[src/rtl/shift_pkg.sv]
// ============================================================================
// Module  : shift_pkg
// Brief   : Op codes, op type and stage/level partitioning for shift_pipe.
// Revision: 1.0  initial release
// ============================================================================
`default_nettype none

package shift_pkg;

    typedef logic [2:0] shift_op_t;

    localparam shift_op_t SH_SRL = 3'b000;
    localparam shift_op_t SH_SLL = 3'b001;
    localparam shift_op_t SH_SRA = 3'b010;
    localparam shift_op_t SH_ROR = 3'b011;
    localparam shift_op_t SH_ROL = 3'b100;

    // Levels are spread over the stages in order, as evenly as floor() allows.
    function automatic int stage_first_level(input int k, input int levels, input int stages);
        return (k * levels) / stages;
    endfunction

    function automatic int stage_last_level(input int k, input int levels, input int stages);
        return (((k + 1) * levels) / stages) - 1;
    endfunction

endpackage

`default_nettype wire

[src/rtl/shift_level.sv]
// ============================================================================
// Module  : shift_level
// Brief   : One combinational level of the barrel shifter, moving by DIST bits.
//           Rotates are built only when SHIFT_PIPE_ROTATE_EN is defined.
// Revision: 1.0  initial release
// ============================================================================
`default_nettype none

module shift_level
    import shift_pkg::*;
#(
    parameter int XLEN = 32,
    parameter int DIST = 1
) (
    input  logic [XLEN-1:0] data,
    input  logic            enable,
    input  shift_op_t       op,
    input  logic            sign,
    output logic [XLEN-1:0] result
);

    logic [XLEN-1:0] w_fill;

    // SRA takes the sign latched at entry rather than this level's MSB.
    assign w_fill = sign ? ~({XLEN{1'b1}} >> DIST) : '0;

    always_comb begin
        result = data;
        if (enable) begin
            case (op)
                SH_SRL:  result = data >> DIST;
                SH_SLL:  result = data << DIST;
                SH_SRA:  result = (data >> DIST) | w_fill;
`ifdef SHIFT_PIPE_ROTATE_EN
                SH_ROR:  result = (data >> DIST) | (data << (XLEN - DIST));
                SH_ROL:  result = (data << DIST) | (data >> (XLEN - DIST));
`endif
                default: result = data;
            endcase
        end
    end

endmodule

`default_nettype wire

[src/rtl/shift_pipe.sv]
// ============================================================================
// Module  : shift_pipe
// Brief   : Pipelined barrel shifter, global-stall valid/ready pipeline over
//           STAGES register stages. Rotates enabled by SHIFT_PIPE_ROTATE_EN.
// Revision: 1.0  initial release
// ============================================================================
`default_nettype none

module shift_pipe
    import shift_pkg::*;
#(
    parameter  int XLEN   = 32,
    parameter  int STAGES = 2,
    localparam int LEVELS = $clog2(XLEN)
) (
    input  logic              clk,
    input  logic              rst,
    input  logic              flush,
    input  logic              in_valid,
    output logic              in_ready,
    input  logic [XLEN-1:0]   in_a,
    input  logic [LEVELS-1:0] in_shamt,
    input  shift_op_t         in_op,
    output logic              out_valid,
    input  logic              out_ready,
    output logic [XLEN-1:0]   out_r
);

    logic              r_valid [STAGES];
    logic [XLEN-1:0]   r_data  [STAGES];
    logic [LEVELS-1:0] r_shamt [STAGES];
    shift_op_t         r_op    [STAGES];
    logic              r_sign  [STAGES];

    logic              w_sin_valid [STAGES];
    logic [XLEN-1:0]   w_sin_data  [STAGES];
    logic [LEVELS-1:0] w_sin_shamt [STAGES];
    shift_op_t         w_sin_op    [STAGES];
    logic              w_sin_sign  [STAGES];
    logic [XLEN-1:0]   w_sout_data [STAGES];

    logic [XLEN-1:0]   w_lvl_in  [LEVELS];
    logic [XLEN-1:0]   w_lvl_out [LEVELS];

    logic              w_advance;
    logic [STAGES-1:0] w_unused_bits;

    assign w_advance = out_ready | ~r_valid[STAGES-1];
    assign in_ready  = w_advance & ~flush;
    assign out_valid = r_valid[STAGES-1];
    assign out_r     = r_data[STAGES-1];

    for (genvar k = 0; k < STAGES; k++) begin : g_stage
        localparam int c_lo = stage_first_level(k, LEVELS, STAGES);
        localparam int c_hi = stage_last_level(k, LEVELS, STAGES);

        if (k == 0) begin : g_head
            assign w_sin_valid[k] = in_valid & in_ready;
            assign w_sin_data[k]  = in_a;
            assign w_sin_shamt[k] = in_shamt;
            assign w_sin_op[k]    = in_op;
            assign w_sin_sign[k]  = in_a[XLEN-1];
        end else begin : g_body
            assign w_sin_valid[k] = r_valid[k-1];
            assign w_sin_data[k]  = r_data[k-1];
            assign w_sin_shamt[k] = r_shamt[k-1];
            assign w_sin_op[k]    = r_op[k-1];
            assign w_sin_sign[k]  = r_sign[k-1];
        end

        for (genvar i = c_lo; i <= c_hi; i++) begin : g_level
            if (i == c_lo) begin : g_first
                assign w_lvl_in[i] = w_sin_data[k];
            end else begin : g_chain
                assign w_lvl_in[i] = w_lvl_out[i-1];
            end

            shift_level #(
                .XLEN (XLEN),
                .DIST (1 << i)
            ) u_level (
                .data   (w_lvl_in[i]),
                .enable (w_sin_shamt[k][i]),
                .op     (w_sin_op[k]),
                .sign   (w_sin_sign[k]),
                .result (w_lvl_out[i])
            );
        end

        if (c_hi >= c_lo) begin : g_out
            assign w_sout_data[k] = w_lvl_out[c_hi];
        end else begin : g_pass
            assign w_sout_data[k] = w_sin_data[k];
        end

        // Control travelling past the levels that consume it is left for synthesis to trim.
        assign w_unused_bits[k] = ^{r_shamt[k], r_op[k], r_sign[k]};
    end

    // Data only loads behind a valid beat, so out_r holds 0 from reset until the first result.
    always_ff @(posedge clk or posedge rst) begin
        if (rst) begin
            for (int k = 0; k < STAGES; k++) begin
                r_valid[k] <= 1'b0;
                r_data[k]  <= '0;
                r_shamt[k] <= '0;
                r_op[k]    <= SH_SRL;
                r_sign[k]  <= 1'b0;
            end
        end else if (flush) begin
            for (int k = 0; k < STAGES; k++) begin
                r_valid[k] <= 1'b0;
            end
        end else if (w_advance) begin
            for (int k = 0; k < STAGES; k++) begin
                r_valid[k] <= w_sin_valid[k];
                if (w_sin_valid[k]) begin
                    r_data[k]  <= w_sout_data[k];
                    r_shamt[k] <= w_sin_shamt[k];
                    r_op[k]    <= w_sin_op[k];
                    r_sign[k]  <= w_sin_sign[k];
                end
            end
        end
    end

endmodule

`default_nettype wire
[config.mk]
export PLATFORM = sky130hd
export DESIGN_NAME = shift_pipe
export DESIGN_NICKNAME = d
export VERILOG_FILES = /design/src/rtl/shift_pkg.sv /design/src/rtl/shift_level.sv /design/src/rtl/shift_pipe.sv
export SDC_FILE = /design/constraint.sdc
export NUM_CORES = 1
export LEC_CHECK = 0
export BUFFER_PORTS_ARGS = -buffer_cell sky130_fd_sc_hd__buf_2
export CAP_MARGIN = 20
export CORE_MARGIN = 1
export CORE_UTILIZATION = 59
export DETAILED_ROUTE_END_ITERATION = 12
export PLACE_DENSITY_LB_ADDON = 0.2
export SYNTH_ARGS = -nofsm -noshare
export SYNTH_HDL_FRONTEND = slang
export SYNTH_SLANG_ARGS = --single-unit
[constraint.sdc]
create_clock -name clk -period 3 [get_ports clk]
set_clock_uncertainty 0.15 [all_clocks]
set_input_delay 0.45 -clock clk [delete_from_list [all_inputs] [get_ports clk]]
set_output_delay 0.45 -clock clk [all_outputs]
set_load 0.03 [all_outputs]
==> results of run 1 <==
-- sequential cells by signal (all words and copies together) (netlist names) --
| signal | count |
|---|---|
| out_r | 32 |
| out_valid | 1 |
| r_valid | 1 |
| r_sign | 1 |
| r_op | 3 |
| r_shamt | 3 |
| r_data | 32 |
-- timing repair --
action,4_1_cts,5_1_grt
hold buffers,1,0
buffers inserted,0,0
hold endpoints to repair,13,0
endpoints found under the setup margin,0,0
gates resized for setup,0,0
-- metal layers --
layer | GRT usage | share of wire | wire length (µm) | vias up
li1 | - | - | - | 2954
met1 | 0.561 | 0.39 | 8320 | 3134
met2 | 0.624 | 0.45 | 9410 | 488
met3 | 0.0895 | 0.12 | 2510 | 69
met4 | 0.187 | 0.039 | 824 | 0
met5 | 0 | 0 | 0 | -
-- logic make-up (layout without fill, tap and decap cells) --
| family | after synthesis | in the layout | synth area share |
|---|---|---|---|
| AND/OR/NAND/NOR | 204 | 204 | 0.173 |
| multiplexers | 27 | 27 | 0.0450 |
| AO/OA/AOI/OAI | 342 | 342 | 0.409 |
| buffers and inverters | 92 | 141 | 0.0683 |
| flip-flops | 73 | 73 | 0.304 |
-- power groups by stage --
stage	clock network, mW	logic, mW	registers, mW
final	0.797	1.93	1.57
after global routing	0.834	2.07	1.58
after CTS	0.800	1.89	1.54
after detailed placement	0	1.88	1.56
after global placement	0	1.85	1.56
after floorplan	0	1.07	1.76
-- worst paths after layout --
path	slack [ps]	endpoint	startpoint
min in group asynchronous	440	out_r[11]$_DFFE_PP0P_	rst
worst max-delay path	380	out_r[30]$_DFFE_PP0P_	r_op[4]$_DFFE_PP0P_
worst min-delay path	130	r_shamt[9]$_DFFE_PP0P_	in_shamt[4]
worst min register to register	360	out_r[15]$_DFFE_PP0P_	out_r[15]$_DFFE_PP0P_
max in group asynchronous	1600	out_r[22]$_DFFE_PP0P_	rst
worst max register to register	380	out_r[30]$_DFFE_PP0P_	r_op[4]$_DFFE_PP0P_
-- final cells by class --
class,instances,area (µm²),area share
clock buffers,10,128,0.0192
repair buffers,107,623,0.0937
clock inverters,6,67.6,0.0102
multi-input cells,573,3770,0.567
well taps,133,166,0.0250
flip-flops and latches,73,1830,0.275
inverters,18,67.6,0.0102
-- cells in the final DEF (no fill, tap or decap), drive strengths merged, types with 6 or more instances in the layout --
cell and n:
nand2 51, o211ai 22, o21ai 57, buf 106
o31ai 8, a222oi 7, mux2i 27, nor2b 15
a221oi 8, clkbuf 10, inv 18, a21oi 38
a22o 16, nand2b 23, a2bb2oi 13, a22oi 23
a21o 11, nor3b 6, a211oi 13, o221ai 9
a31oi 8, o21a 6, o22ai 52, dfrtp 73
nor2 65, o2111ai 6, o22a 17, a221o 11
-- worst reg2reg max path: cells and delay by family (launching register included) --
family,cells,cell delay (ps)
AO/OA/AOI/OAI,3,910
buffers and inverters,1,380
flip-flops,1,640
AND/OR/NAND/NOR,2,450
==> results.json, run 1 <==
{
  "viasPerCell": 7.22,
  "place.gp.congestion": 1.01,
  "fmax_mhz": 382,
  "fin_nets": 827,
  "syn2layout_area_growth_pct": 10.8,
  "overflow": 0,
  "finalPower_mw": 4.29,
  "yosys_warnings": 0,
  "start_util": 0.611,
  "status": "finished, final reports clean",
  "pwr-share-clk": 0.186,
  "ys_seq_area_frac": 0.304,
  "antenna_left": 0,
  "cp.arrival_ps": 2740,
  "placed_cells": 902,
  "yosys-top-cells-area": "dfrtp_1 30%, o22ai_1 5.4%, mux2i_1 4.5%",
  "layout_worst_path_cycle_share": 0.872,
  "hold_viol": 0,
  "period_minus_slack_ps": 2620,
  "yosysMostFrequentCell": "dfrtp_1",
  "grt_pass1_wl_um": 32700,
  "pin_count": 79,
  "drt_wl_total_um": 21100,
  "stdcell_area_um2": 6650,
  "synth_cell_types": 61,
  "dp_hpwl_um": 15300,
  "worst_path_largest_cell_delay_ps": 640,
  "max-cap-violations": 0,
  "clk_pin_slew_ps": 90,
  "crit_buf_inv": 1,
  "fin_tns_setup_ps": 0,
  "yosys.area.top_type_share": 0.304,
  "drive_gt1_frac": 0.179,
  "netSwitchingPower_mw": 1.96,
  "clock-root-buffer": "clkbuf_8",
  "synth_area_um2": 6000,
  "crit_path_top_delay_cell": "dfrtp_1",
  "p_int_mw": 2.33,
  "leakage_nw": 2.75,
  "die_x_um": 103,
  "cp_cell_sequence": "buf_4 > nand2_1 > nand2_1 > a22oi_1 > a211o_1 > a221oi_2",
  "die_y_um": 103,
  "num_rows": 36,
  "relSlewSlack": 0.422,
  "synthCells": 738,
  "synth-edff-count": 0,
  "synth_area_leader_cell": "dfrtp_1",
  "worstSetupEndpointType": "flip-flop",
  "hold_ws_ps": 132,
  "first_global_vias": 6167,
  "cts.htree.levels": 3,
  "drcViolationCount": 0,
  "path_depth": 6,
  "hold_path.class": "in2reg",
  "insertion_delay_ps": 360,
  "synth_commonest_cells": "73 x dfrtp_1, 65 x nor2_1, 53 x o21ai_0, 52 x o22ai_1, 50 x nand2_1",
  "drtIter0Drc": 889,
  "crit_top_cell": "nand2_1",
  "critical_path_required_ps": 3120,
  "nFillCells": 871,
  "synth_area_per_cell_um2": 8.14,
  "cts_made_buffers": 9,
  "cts_sinks": 73,
  "rsz0062_at_grt": "no",
  "antenna_found_initial": 0,
  "irDropWorstVdd_uv": 491,
  "tightest_slew_ps": 864,
  "ys_seq_elements": 73,
  "wire_per_inst_um": 22.9,
  "fp.dieArea_um2": 10600,
  "synth_ff_type": "dfrtp_1",
  "place_area_um2": 6440,
  "globalRouteTotalUtil": 0.411,
  "critPathTopFamily": "compound AO/OA/AOI/OAI gates",
  "place_ws_ps": 324,
  "r2r_cells": 6,
  "async_reset_ff_frac": 1.00,
  "comb_power_share": 0.449,
  "critPathLaunchType": "flip-flop",
  "power_density_nw_per_um2": 646,
  "syn_nets": 783,
  "p_seq_frac": 0.365,
  "diodes": 0,
  "critPathKind": "reg2reg",
  "cts_tree": "built",
  "final_max_slew_viol_count": 0,
  "netSwitchingFraction": 0.457,
  "finalSetupViolations": 0,
  "hold_depth": 3,
  "grt_max_degree": 41,
  "port_buffers": 78,
  "vias": 6645,
  "crit_path_max_fanout": 27,
  "finalNonFillerCells": 920,
  "postLayoutCoreUtil": 0.677,
  "dr.pass1.iters": 6,
  "core_area_um2": 9820,
  "fin_ws_ps": 384,
  "cts_buffer_depth": 2
}
(Power assumes the default switching activity.)
==> run 2, diff against run 1 <==
Settings changed: RECOVER_POWER from default to 25.
==> results.json, run 2 (synthesized netlist as in run 1, its figures left out) <==
{
  "finalPower_mw": 4.29,
  "met3RoutedLength_um": 2410,
  "wl_met2_um": 9380,
  "start_util": 0.611,
  "relSlewSlack": 0.425,
  "max-cap-violations": 0,
  "hold_viol": 0,
  "fp.dieArea_um2": 10600,
  "finalSetupViolations": 0,
  "crit_buf_inv": 1,
  "regArea_um2": 1830,
  "hold_ws_ps": 134,
  "critPathLaunchType": "flip-flop",
  "place.gp.congestion": 1.01,
  "fin_tns_setup_ps": 0,
  "irDropWorstVdd_uv": 491,
  "clk_pin_slew_ps": 90,
  "antenna_found_initial": 0,
  "status": "finished, final reports clean",
  "pin_count": 79,
  "finalNonFillerCells": 920,
  "placed_cells": 902,
  "crit_top_cell": "nand2_1",
  "vias": 6642,
  "antenna_left": 0,
  "grt_max_degree": 41,
  "globalRouteTotalUtil": 0.411,
  "core_area_um2": 9820,
  "fin_nets": 827,
  "crit_path_max_fanout": 27,
  "final_cell_mix": "78 x buf_2, 72 x dfrtp_1, 65 x nor2_1",
  "worstSetupEndpointType": "flip-flop",
  "final_max_slew_viol_count": 0,
  "dp_hpwl_um": 15300,
  "die_y_um": 103,
  "rsz0062_at_grt": "no",
  "clock-root-buffer": "clkbuf_8",
  "period_minus_slack_ps": 2610,
  "final_common_cell": "buf_2",
  "drtIter0Drc": 862,
  "drt-met1-wl_um": 8430,
  "die_x_um": 103,
  "fmax_mhz": 383,
  "drive_gt1_frac": 0.178,
  "cts_buffer_depth": 2,
  "num_rows": 36,
  "tightest_slew_ps": 860,
  "first_global_vias": 6167,
  "drcViolationCount": 0,
  "highest_layer": "met4",
  "postCtsResizedCells": 0,
  "nFillCells": 873,
  "power_density_nw_per_um2": 647,
  "dr.pass1.iters": 6,
  "cts_made_buffers": 9,
  "critical_path_required_ps": 3120,
  "cts.htree.levels": 3,
  "cts_sinks": 73,
  "insertion_delay_ps": 350,
  "crit_path_top_delay_cell": "dfrtp_1",
  "worst_path_largest_cell_delay_ps": 630,
  "viasPerCell": 7.22,
  "overflow": 0,
  "wire_per_inst_um": 22.9,
  "syn2layout_area_growth_pct": 10.5,
  "drt_wl_total_um": 21000,
  "cp.arrival_ps": 2730,
  "layout_worst_path_cycle_share": 0.871,
  "grt_pass1_wl_um": 32700,
  "port_buffers": 78,
  "diodes": 0,
  "cts_tree": "built",
  "multi_input_area_um2": 3770,
  "postLayoutCoreUtil": 0.676,
  "cp_cell_sequence": "buf_4 > nand2_1 > nand2_1 > a22oi_1 > a211o_1 > a221oi_2",
  "critPathKind": "reg2reg",
  "critPathTopFamily": "compound AO/OA/AOI/OAI gates",
  "leakage_nw": 2.75,
  "hold_path.class": "in2reg"
}
## run 2: cell count changes in the layout (fill, tap and decap cells not counted)
| cell | delta |
|---|---|
| buf_12 | -1 |
| clkbuf_2 | +1 |
| inv_1 | +1 |
| inv_2 | -1 |
## run 2: area by class of cell
class	count	share of cell area
clock buffers	10	0.0192
clock inverters	6	0.0102
inverters	18	0.0102
multi-input cells	573	0.568
flip-flops and latches	73	0.276
well taps	133	0.0251
repair buffers	107	0.0916
## run 2: per-stage QoR
| stage | cell area (µm²) | worst slack [ps] |
|---|---|---|
| after floorplan | 6000 | 547 |
| after global placement | 6440 | 406 |
| after detailed placement | 6440 | 324 |
| after CTS | 6640 | 469 |
| after global routing | 6640 | 282 |
| final | 6640 | 387 |
## run 2: timing repair
item | CTS | global route
hold buffers | 1 | 0
setup buffers | 0 | 0
hold endpoints to repair | 13 | 0
## run 2: routing by layer
layer | vias up | GRT usage
li1 | 2953 | -
met1 | 3151 | 0.561
met2 | 470 | 0.624
met3 | 68 | 0.0895
met4 | 0 | 0.187
met5 | - | 0
## run 2: worst min-delay path: cells and delay by family
kind / cells / cell delay, ps
buffers and inverters: 1 / 80
and+or+nand+nor: 2 / 80
## run 2: power breakdown
group / leakage, nW / switching [mW] / internal [mW]
sequential: 0.848 / 0.338 / 1.23
combinational: 1.81 / 1.21 / 0.711
clock: 0.0929 / 0.410 / 0.387
## run 2: worst paths after layout
kind	start	endpoint	slack (ps)	cells after the start
setup / recovery	r_op[4]$_DFFE_PP0P_	out_r[30]$_DFFE_PP0P_	390	6
hold / removal	in_shamt[4]	r_shamt[9]$_DFFE_PP0P_	130	3
setup reg to reg	r_op[4]$_DFFE_PP0P_	out_r[30]$_DFFE_PP0P_	390	6
hold reg to reg	out_r[15]$_DFFE_PP0P_	out_r[15]$_DFFE_PP0P_	360	2
max in group asynchronous	rst	r_op[3]$_DFFE_PP0P_	920	4
min in group asynchronous	rst	out_r[11]$_DFFE_PP0P_	520	3
